## src/rtl/fx_match_sched_pkg.sv

```systemverilog
// Shared types and defaults for the FxMatch round-robin scheduler.
// No logic of its own: state encoding, tag record and parameter defaults.
package fx_sched_pkg;

    localparam int NREQ_D   = 4;
    localparam int LAT_D    = 3;
    localparam int NREQ_MAX = 8;

    typedef enum logic [1:0] {
        ST_IDLE  = 2'd0,
        ST_RUN   = 2'd1,
        ST_DRAIN = 2'd2
    } state_t;

    // One-hot owner is sized for the largest supported requester count.
    typedef struct packed {
        logic                vld;
        logic [NREQ_MAX-1:0] oh;
    } tag_t;

endpackage

```

## src/rtl/fx_match_sched_if.sv

```systemverilog
// Requester, shared-unit and status signals of the scheduler, bundled.
// slave = scheduler side, master = requesters / shared unit / controller side.
interface fx_match_sched_if
    import fx_sched_pkg::*;
#(
    parameter int NREQ = NREQ_D,
    parameter int IW   = 13,
    parameter int OW   = 14
);
    logic                 i_enable;
    logic                 i_flush;
    logic [NREQ-1:0]      i_req_valid;
    logic [NREQ*IW-1:0]   i_req_data;
    logic [NREQ-1:0]      o_req_ready;
    logic [IW-1:0]        o_fx_data;
    logic [OW-1:0]        i_fx_data;
    logic [NREQ-1:0]      o_rsp_valid;
    logic [OW-1:0]        o_rsp_data;
    logic                 o_busy;
    logic [1:0]           o_state;

    modport slave (
        input  i_enable, i_flush, i_req_valid, i_req_data, i_fx_data,
        output o_req_ready, o_fx_data, o_rsp_valid, o_rsp_data, o_busy, o_state
    );

    modport master (
        output i_enable, i_flush, i_req_valid, i_req_data, i_fx_data,
        input  o_req_ready, o_fx_data, o_rsp_valid, o_rsp_data, o_busy, o_state
    );
endinterface

```

## src/rtl/fx_match_sched_rr_arbiter.sv

```systemverilog
// Round-robin pick: first request at or after ptr_i, wrapping; returns next pointer.
// Purely combinational; en_i low forces an empty grant and a held pointer.
module rr_arbiter
    import fx_sched_pkg::*;
#(
    parameter int NREQ  = NREQ_D,
    parameter int PTR_W = (NREQ > 1) ? $clog2(NREQ) : 1
) (
    input  logic [NREQ-1:0]  req_i,
    input  logic             en_i,
    input  logic [PTR_W-1:0] ptr_i,
    output logic [NREQ-1:0]  gnt_o,
    output logic [PTR_W-1:0] ptr_o
);

    localparam logic [PTR_W:0] N = (PTR_W+1)'(NREQ);

    logic             hit;
    logic [PTR_W:0]   sum;
    logic [PTR_W:0]   nxt;

    always_comb begin
        gnt_o = '0;
        ptr_o = ptr_i;
        hit   = 1'b0;
        sum   = '0;
        nxt   = '0;
        for (int i = 0; i < NREQ; i++) begin
            // ptr_i < NREQ and i < NREQ, so one conditional subtract is a full modulo.
            sum = {1'b0, ptr_i} + (PTR_W+1)'(i);
            if (sum >= N) sum = sum - N;
            if (!hit && en_i && req_i[sum[PTR_W-1:0]]) begin
                hit                   = 1'b1;
                gnt_o[sum[PTR_W-1:0]] = 1'b1;
                nxt                   = sum + (PTR_W+1)'(1);
                ptr_o                 = (nxt == N) ? '0 : nxt[PTR_W-1:0];
            end
        end
    end

endmodule

```

## src/rtl/fx_match_sched.sv

```systemverilog
// Time-shares one FxMatch unit among NREQ requesters; tags route results home.
// Latency: grant to o_rsp_valid is LAT cycles; requests backpressured by one-hot ready, results have none.
module fx_match_sched
    import fx_sched_pkg::*;
#(
    parameter int NREQ = NREQ_D,
    parameter int IW   = 13,
    parameter int OW   = 14,
    parameter int LAT  = LAT_D
) (
    input  logic              clk,
    input  logic              rst_n,
    fx_match_sched_if.slave   bus
);

    localparam int PTR_W = (NREQ > 1) ? $clog2(NREQ) : 1;

    state_t            state_q;
    logic [PTR_W-1:0]  ptr_q;
    logic [PTR_W-1:0]  ptr_d;
    logic [IW-1:0]     fx_q;
    logic [IW-1:0]     fx_d;
    logic [NREQ-1:0]   gnt;
    logic              gnt_en;
    logic              busy;
    logic              busy_eff;
    tag_t              tag_d;
    // Stage 0 travels alongside fx_q; stage LAT lines up with the unit's output.
    tag_t              tag_q [0:LAT];

    assign gnt_en = (state_q == ST_RUN) && !bus.i_flush;

    rr_arbiter #(
        .NREQ  (NREQ),
        .PTR_W (PTR_W)
    ) u_arb (
        .req_i (bus.i_req_valid),
        .en_i  (gnt_en),
        .ptr_i (ptr_q),
        .gnt_o (gnt),
        .ptr_o (ptr_d)
    );

    always_comb begin
        fx_d = fx_q;
        for (int k = 0; k < NREQ; k++) begin
            if (gnt[k]) fx_d = bus.i_req_data[k*IW +: IW];
        end
        tag_d.vld = |gnt;
        tag_d.oh  = NREQ_MAX'(gnt);
    end

    always_comb begin
        busy = 1'b0;
        for (int i = 0; i <= LAT; i++) begin
            busy = busy | tag_q[i].vld;
        end
    end

    // A flush empties the pipe at this edge, so the FSM treats busy as already gone.
    assign busy_eff = busy && !bus.i_flush;

    always_ff @(posedge clk or negedge rst_n) begin
        if (!rst_n) begin
            ptr_q <= '0;
            fx_q  <= '0;
            for (int i = 0; i <= LAT; i++) begin
                tag_q[i] <= '0;
            end
        end else begin
            ptr_q    <= ptr_d;
            fx_q     <= fx_d;
            tag_q[0] <= tag_d;
            for (int i = 1; i <= LAT; i++) begin
                tag_q[i].vld <= tag_q[i-1].vld && !bus.i_flush;
                tag_q[i].oh  <= tag_q[i-1].oh;
            end
        end
    end

    always_ff @(posedge clk or negedge rst_n) begin
        if (!rst_n) begin
            state_q <= ST_IDLE;
        end else begin
            case (state_q)
                ST_IDLE:  if (bus.i_enable) state_q <= ST_RUN;
                ST_RUN:   if (!bus.i_enable) state_q <= busy_eff ? ST_DRAIN : ST_IDLE;
                ST_DRAIN: begin
                    if (bus.i_enable)   state_q <= ST_RUN;
                    else if (!busy_eff) state_q <= ST_IDLE;
                end
                default:  state_q <= ST_IDLE;
            endcase
        end
    end

    assign bus.o_req_ready = gnt;
    assign bus.o_fx_data   = fx_q;
    assign bus.o_rsp_valid = tag_q[LAT].vld ? tag_q[LAT].oh[NREQ-1:0] : '0;
    assign bus.o_rsp_data  = bus.i_fx_data;
    assign bus.o_busy      = busy;
    assign bus.o_state     = state_q;

endmodule

```

## src/flat_wrapper.sv

```systemverilog
// flat-port wrapper written by rule: the top's interface ports become plain ports
module fx_match_sched_flat import fx_sched_pkg::*;
#(
    parameter int NREQ = NREQ_D,
    parameter int IW   = 13,
    parameter int OW   = 14,
    parameter int LAT  = LAT_D
)
  (clk, rst_n, bus_i_enable, bus_i_flush, bus_i_req_valid, bus_i_req_data, bus_i_fx_data, bus_o_req_ready, bus_o_fx_data, bus_o_rsp_valid, bus_o_rsp_data, bus_o_busy, bus_o_state);
  fx_match_sched_if #(.NREQ(NREQ), .IW(IW), .OW(OW)) bus_i ();
  input  logic clk;
  input  logic rst_n;
  input wire logic [$bits(bus_i.i_enable)-1:0] bus_i_enable;
  input wire logic [$bits(bus_i.i_flush)-1:0] bus_i_flush;
  input wire logic [$bits(bus_i.i_req_valid)-1:0] bus_i_req_valid;
  input wire logic [$bits(bus_i.i_req_data)-1:0] bus_i_req_data;
  input wire logic [$bits(bus_i.i_fx_data)-1:0] bus_i_fx_data;
  output wire logic [$bits(bus_i.o_req_ready)-1:0] bus_o_req_ready;
  output wire logic [$bits(bus_i.o_fx_data)-1:0] bus_o_fx_data;
  output wire logic [$bits(bus_i.o_rsp_valid)-1:0] bus_o_rsp_valid;
  output wire logic [$bits(bus_i.o_rsp_data)-1:0] bus_o_rsp_data;
  output wire logic [$bits(bus_i.o_busy)-1:0] bus_o_busy;
  output wire logic [$bits(bus_i.o_state)-1:0] bus_o_state;
  assign bus_i.i_enable = bus_i_enable;
  assign bus_i.i_flush = bus_i_flush;
  assign bus_i.i_req_valid = bus_i_req_valid;
  assign bus_i.i_req_data = bus_i_req_data;
  assign bus_i.i_fx_data = bus_i_fx_data;
  assign bus_o_req_ready = bus_i.o_req_ready;
  assign bus_o_fx_data = bus_i.o_fx_data;
  assign bus_o_rsp_valid = bus_i.o_rsp_valid;
  assign bus_o_rsp_data = bus_i.o_rsp_data;
  assign bus_o_busy = bus_i.o_busy;
  assign bus_o_state = bus_i.o_state;
  fx_match_sched #(.NREQ(NREQ), .IW(IW), .OW(OW), .LAT(LAT)) u_core (.clk(clk), .rst_n(rst_n), .bus(bus_i));
endmodule
```

## config.mk

```make
export PLATFORM = sky130hd
export DESIGN_NAME = fx_match_sched_flat
export DESIGN_NICKNAME = d
export VERILOG_FILES = /design/src/rtl/fx_match_sched_pkg.sv /design/src/rtl/fx_match_sched_if.sv /design/src/rtl/fx_match_sched_rr_arbiter.sv /design/src/rtl/fx_match_sched.sv /design/src/flat_wrapper.sv
export SDC_FILE = /design/constraint.sdc
export NUM_CORES = 1
export LEC_CHECK = 0
export BUFFER_PORTS_ARGS = -buffer_cell sky130_fd_sc_hd__buf_4
export CAP_MARGIN = 5
export CORE_MARGIN = 2
export CORE_UTILIZATION = 49
export CTS_BUF_LIST = sky130_fd_sc_hd__clkbuf_4 sky130_fd_sc_hd__clkbuf_8
export DETAILED_ROUTE_END_ITERATION = 16
export PLACE_DENSITY = 0.83
export SLEW_MARGIN = 10
export SYNTH_ARGS = -nofsm -noshare
export SYNTH_HDL_FRONTEND = slang
export SYNTH_SLANG_ARGS = --single-unit
```

## constraint.sdc

```tcl
create_clock -name clk -period 3.73 [get_ports clk]
set_input_delay 0.373 -clock clk [delete_from_list [all_inputs] [get_ports clk]]
set_output_delay 0.373 -clock clk [all_outputs]
set_load 0.02 [all_outputs]
```

[Word level (Yosys, flattened, before mapping)]
Cells that the tools add are included.
Widths: inputs -> output; s select.
Word-level totals
  register bits: 37
  latch bits: 0
  memory bits (writable): 0
  ROM bits: 0
  input bits: 74
  logic and storage cells: 120
  memories kept: 0
Cells by class
  add/subtract/negate cells: 11
  multipliers: 0
  divide/modulo/power cells: 0
  order comparisons: 12
  equality and inequality tests: 9
  shift-type cells: 0
  mux-type cells: 46
  bitwise logic cells: 6
  reductions and logical operators: 25
Operator list (count)
  $mux 13: 4
  $mux 2: 13
  $mux 4: 5
  $logic_and 1x1->1: 16
  $add 3x1->3 const B: 4
  $eq 3x3->1 const B: 4
  $lt 2x3->1 const B: 4
  $mux 3: 4
  $or 4x4->4: 3
  $mux 1: 11
  $ge 3x3->1 const B: 3
  $sub 3x3->3 const B: 3
  $bmux 1 s2: 4
  $demux 1 s2: 4
  $ge 2x1->1 const B: 4
  $reduce_bool 4->1: 2
  $add 2x2->3 const B: 2
  $pmux 2 s3: 1
  $logic_not 1->1: 4
  $ne 2x2->1 const B: 2
  $reduce_or 4->1: 1
  $add 2x1->3 const B: 1
  $ge 2x3->1 const B: 1
  $ne 3x3->1 const B: 1
  other kinds (6): 8

[Logic depth before layout (Yosys ltp)]
  depth in word-level cells: 22
  gate-level depth with buffers: 12
  depth with buffers taken out: 9

[Modules after synthesis]
A second synthesis with hierarchy kept.
Second synthesis, totals
  cell total of the unflattened synthesis: 189
  area total of the unflattened synthesis: 2098.3 um^2
By module, submodules not included
  fx_match_sched: instances 1, cells each 127, area each 1576.5 um^2, sequential area each 925.9 um^2
  rr_arbiter: instances 1, cells each 62, area each 521.8 um^2, sequential area each 0.0 um^2

[Least setup slack after synthesis]
Ideal clock, no wire load.
  path kind: register to output
  from: register u_core.ptr_q[0]
  to: output port bus_o_req_ready[1]
  arrival time: 2738 ps
  required time: 3357 ps
  slack: 619 ps
  cell stages (with the launch flop): 12
  buffers on the path: 4
  cell sequence: dfrtp_1 -> buf_6 -> inv_1 -> ha_1 -> mux4_2 -> nor3b_1 -> a222oi_1 -> and2_1 -> buf_4 -> buf_2 -> inv_1 -> buf_4
RTL lines
  start: declaration: line fx_match_sched.sv:19  | logic [PTR_W-1:0] ptr_q;
  start signal: assignment: line fx_match_sched.sv:71  | ptr_q <= ptr_d;
  end: declaration: line flat_wrapper.sv:18  | output wire logic [$bits(bus_i.o_req_ready)-1:0] bus_o_req_ready;

[Worst setup path after layout]
  from: register u_core.ptr_q[0]
  to: output port bus_o_req_ready[3]
Between the ends
  longest elaborated chain between the ends: 18
  elaborated cells between the ends (all ways): 63
  classes of those cells: add/sub: 7; order compare: 12; mux: 27; bitwise: 3; reduce/logical: 14
RTL lines
  parallel branches: the longest is 17 deep, another holds $add 2x1->3
  $mux 4 (*): line fx_match_sched_rr_arbiter.sv:32  | if (!hit && en_i && req_i[sum[PTR_W-1:0]]) begin
Mark *: on every way between the ends. The select of a mux whose other input is x is not followed.

==> run summary <==
sequential share of power = 28.8%
FP Rows = 25
placed instance count = 370
Critical Path Start Type = flop
clk_lat worst skew = 0.29 ns
Max Transition Viols Final = 0
share of the synthesized area in the top cell type = 37.43%
Worst-Margin Slew = 0.5571 ns
Switching Fraction = 39.12%
most frequent cells after synthesis = dfrtp_1, a21boi_0, buf_4, inv_1, and3_1
status = finished clean
gr ovfl total = 0
Non-Filler Instances = 378
Logic pwr share = 52.0%
clock share of power = 19.2%
Overall Global Routing Usage = 22.53%
synth warn = 0
# setup viols final = 0
sequential share of the synthesized area = 37.43%
Layout area overhead = 27.21%
core region area = 4786 sq um
leading post-synthesis cells by cell area = dfrtp_1, a21boi_0, buf_4
Fin Setup TNS = 0 ns
global-route wire length before repair = 9791 microns
fillcell total = 398
Vias = 2,218
min Tclk post-route = 3.430 ns
DR vias/cell = 5.868
library cells used by synthesis = 42
DP Worst Slack = 0.2879 ns
Fmax achieved = 0.2916 GHz
postcts setup bufs = 0
clock-pin slew on the worst setup and hold paths = 0.08 ns
Post-CTS Hold Buffers = 0
Psw = 848.9 uW
PnR worst setup slack = 0.3002 ns
DRC viols = 0
max_cap viols = 0
Syn Inst Count = 248
Ant. Diodes = 0
DIE WIDTH = 75.05 microns
Leak = 0.001560 uW
final hold vios = 0
I/O pin count = 112
Port Buf Inserts = 83
Final HPWL DP = 4634 microns
Async SR Flop Fraction = 100.0%
syn avg cell area = 9.974 sq um
Final GP Congestion = 0.9287
IR Drop Worst-Case VDD = 0.0002444 V
final clock period utilization by the worst path = 91.95%
layout net count = 390
Crit. End Element = primary output
Finished Cell Area = 3147 sq um
register area = 927.1 sq um
RSZ-0062 raised after global routing = no
Most used DFF post-synth = dfrtp_1
H-Tree Depth = 2
Starting DRT DRC Count = 180
drt first pass iters = 4
pwr/cell area = 689.6 nW/um^2
Sink Count = 37
cell with the most instances after synthesis = dfrtp_1
Seq cells post-synth = 37
Internal = 1321 uW
biggest area consumer among synthesized cells = dfrtp_1
ANT nets after route = 0
final wirelength = 6140 microns
Worst Clk Skew = 0.003506 ns
Setup Crit Path Kind = flop to primary output
Starting Density = 51.69%
EDFF count, synth = 0
initial antenna violation count = 0
clock buffer depth = 2
Critical Path RT = 3.36 ns
clock buffer count from CTS = 5
average wire per standard cell = 16.24 microns
die height = 75.05 microns
synthesized net count = 328
worst rel slew slack = 62.39%
synthesized cell area = 2474 sq um
crit path DAT = 3.06 ns
worst min path class = input port to asynchronous set/reset pin
multi-input logic area = 1221 sq um
die area = 5633 sq um
vias in the first global route = 2,152
Crit Path Max Fanout = 27
Placement Cell Area = 3008 sq um
TritonCTS clock tree = built
largest net degree at the start of global routing = 38
CTS root buf = clkbuf_8
layout cells sized above 1 = 36.01%
critical path: stages, from the launching register on:
cell      delay (ns)
dfrtp_2         0.49
inv_1           0.16
ha_1            0.42
mux4_2          0.40
nor3b_1         0.22
a222oi_1        0.34
and2_1          0.20
buf_4           0.27
inv_1           0.09
buf_4           0.16
stage by stage:
| step | hold slack, ns | util, % | total power [uW] |
|---|---|---|---|
| 4_1_cts | 0.04955 | 65.73 | 2174 |
| 3_3_place_gp | 0.3318 | 62.85 | 1715 |
| 2_1_floorplan | 0.07741 | - | 1464 |
| 6_report | 0.03356 | 65.75 | 2170 |
| 3_5_place_dp | 0.3347 | 62.85 | 1752 |
| 5_1_grt | 0.05941 | 65.75 | 2316 |
final timing paths:
path / start / to / slack (ns) / depth (start not counted)
min in group clk: bus_i_enable / u_core.bus.o_state[1] / 0.25 / 2
worst max register to register: u_core.ptr_q[0] / u_core.bus.o_fx_data[8] / 0.43 / 9
worst min-delay path: rst_n / u_core.tag_q[10] / 0.03 / 1
worst min register to register: u_core.tag_q[27] / u_core.tag_q[18] / 0.35 / 0
worst max-delay path: u_core.ptr_q[0] / bus_o_req_ready[3] / 0.30 / 9
max in group asynchronous: rst_n / u_core.ptr_q[0] / 3.35 / 1
kinds of logic after synthesis:
group	synth area share, %
compound gates	30.20
buf+inv	13.20
simple gates	12.14
flops	37.43
fa+ha+maj	3.035
mux	3.642
xor+xnor	0.3541
power by group through the flow:
stage               Sequential (uW)  Clock [uW]  Combinational (uW)
global placement                625           0                1090
global route                    643         444                1230
CTS                             623         425                1130
finish                          625         417                1130
detailed placement              632           0                1120
floorplan                       683           0                 781
area by class of cell:
class	instances	share of cell area (%)
clock buffer	5	2.187
timing repair buffer	93	22.19
tap	67	2.664
clock inverter	3	2.187
multi-input combinational	152	38.81
inverter	21	2.505
sequential	37	29.46
metal layers:
layer  part of all wire [%]  routed length (microns)  up-vias  track usage [%]
li1                       -                        -     1043                -
met1                     42                     2551     1036            30.04
met2                     49                     3033      127            37.23
met3                    7.8                      479       12            4.284
met4                    1.2                       76        0            6.944
met5                      0                        0        -                0
registers in the layout (all words and copies together), names as in the netlist:
name                  cells
u_core.ptr_q              2
u_core.bus.o_state        2
u_core.bus.o_fx_data     13
u_core.tag_q             20
cells in the final DEF, fill, tap and decap left out, types with 4 or more instances in the layout:
| cell type | netlist | layout |
|---|---|---|
| o311ai_1 | 4 | 4 |
| and2_1 | 6 | 6 |
| buf_4 | 20 | 93 |
| o21bai_1 | 13 | 13 |
| dfrtp_1 | 37 | 36 |
| a21boi_0 | 27 | 27 |
| clkbuf_8 | 0 | 5 |
| a22oi_1 | 13 | 13 |
| ha_1 | 6 | 6 |
| nor2_1 | 5 | 5 |
| mux4_2 | 4 | 4 |
| a41oi_1 | 13 | 13 |
| inv_1 | 20 | 19 |
| o311ai_0 | 10 | 10 |
| and3_1 | 14 | 14 |
what timing repair did:
item                                    CTS  global route
resized for setup                         0             2
hold endpoints to repair                  0             0
endpoints found under the setup margin    0             4
(Power assumes the default switching activity.)
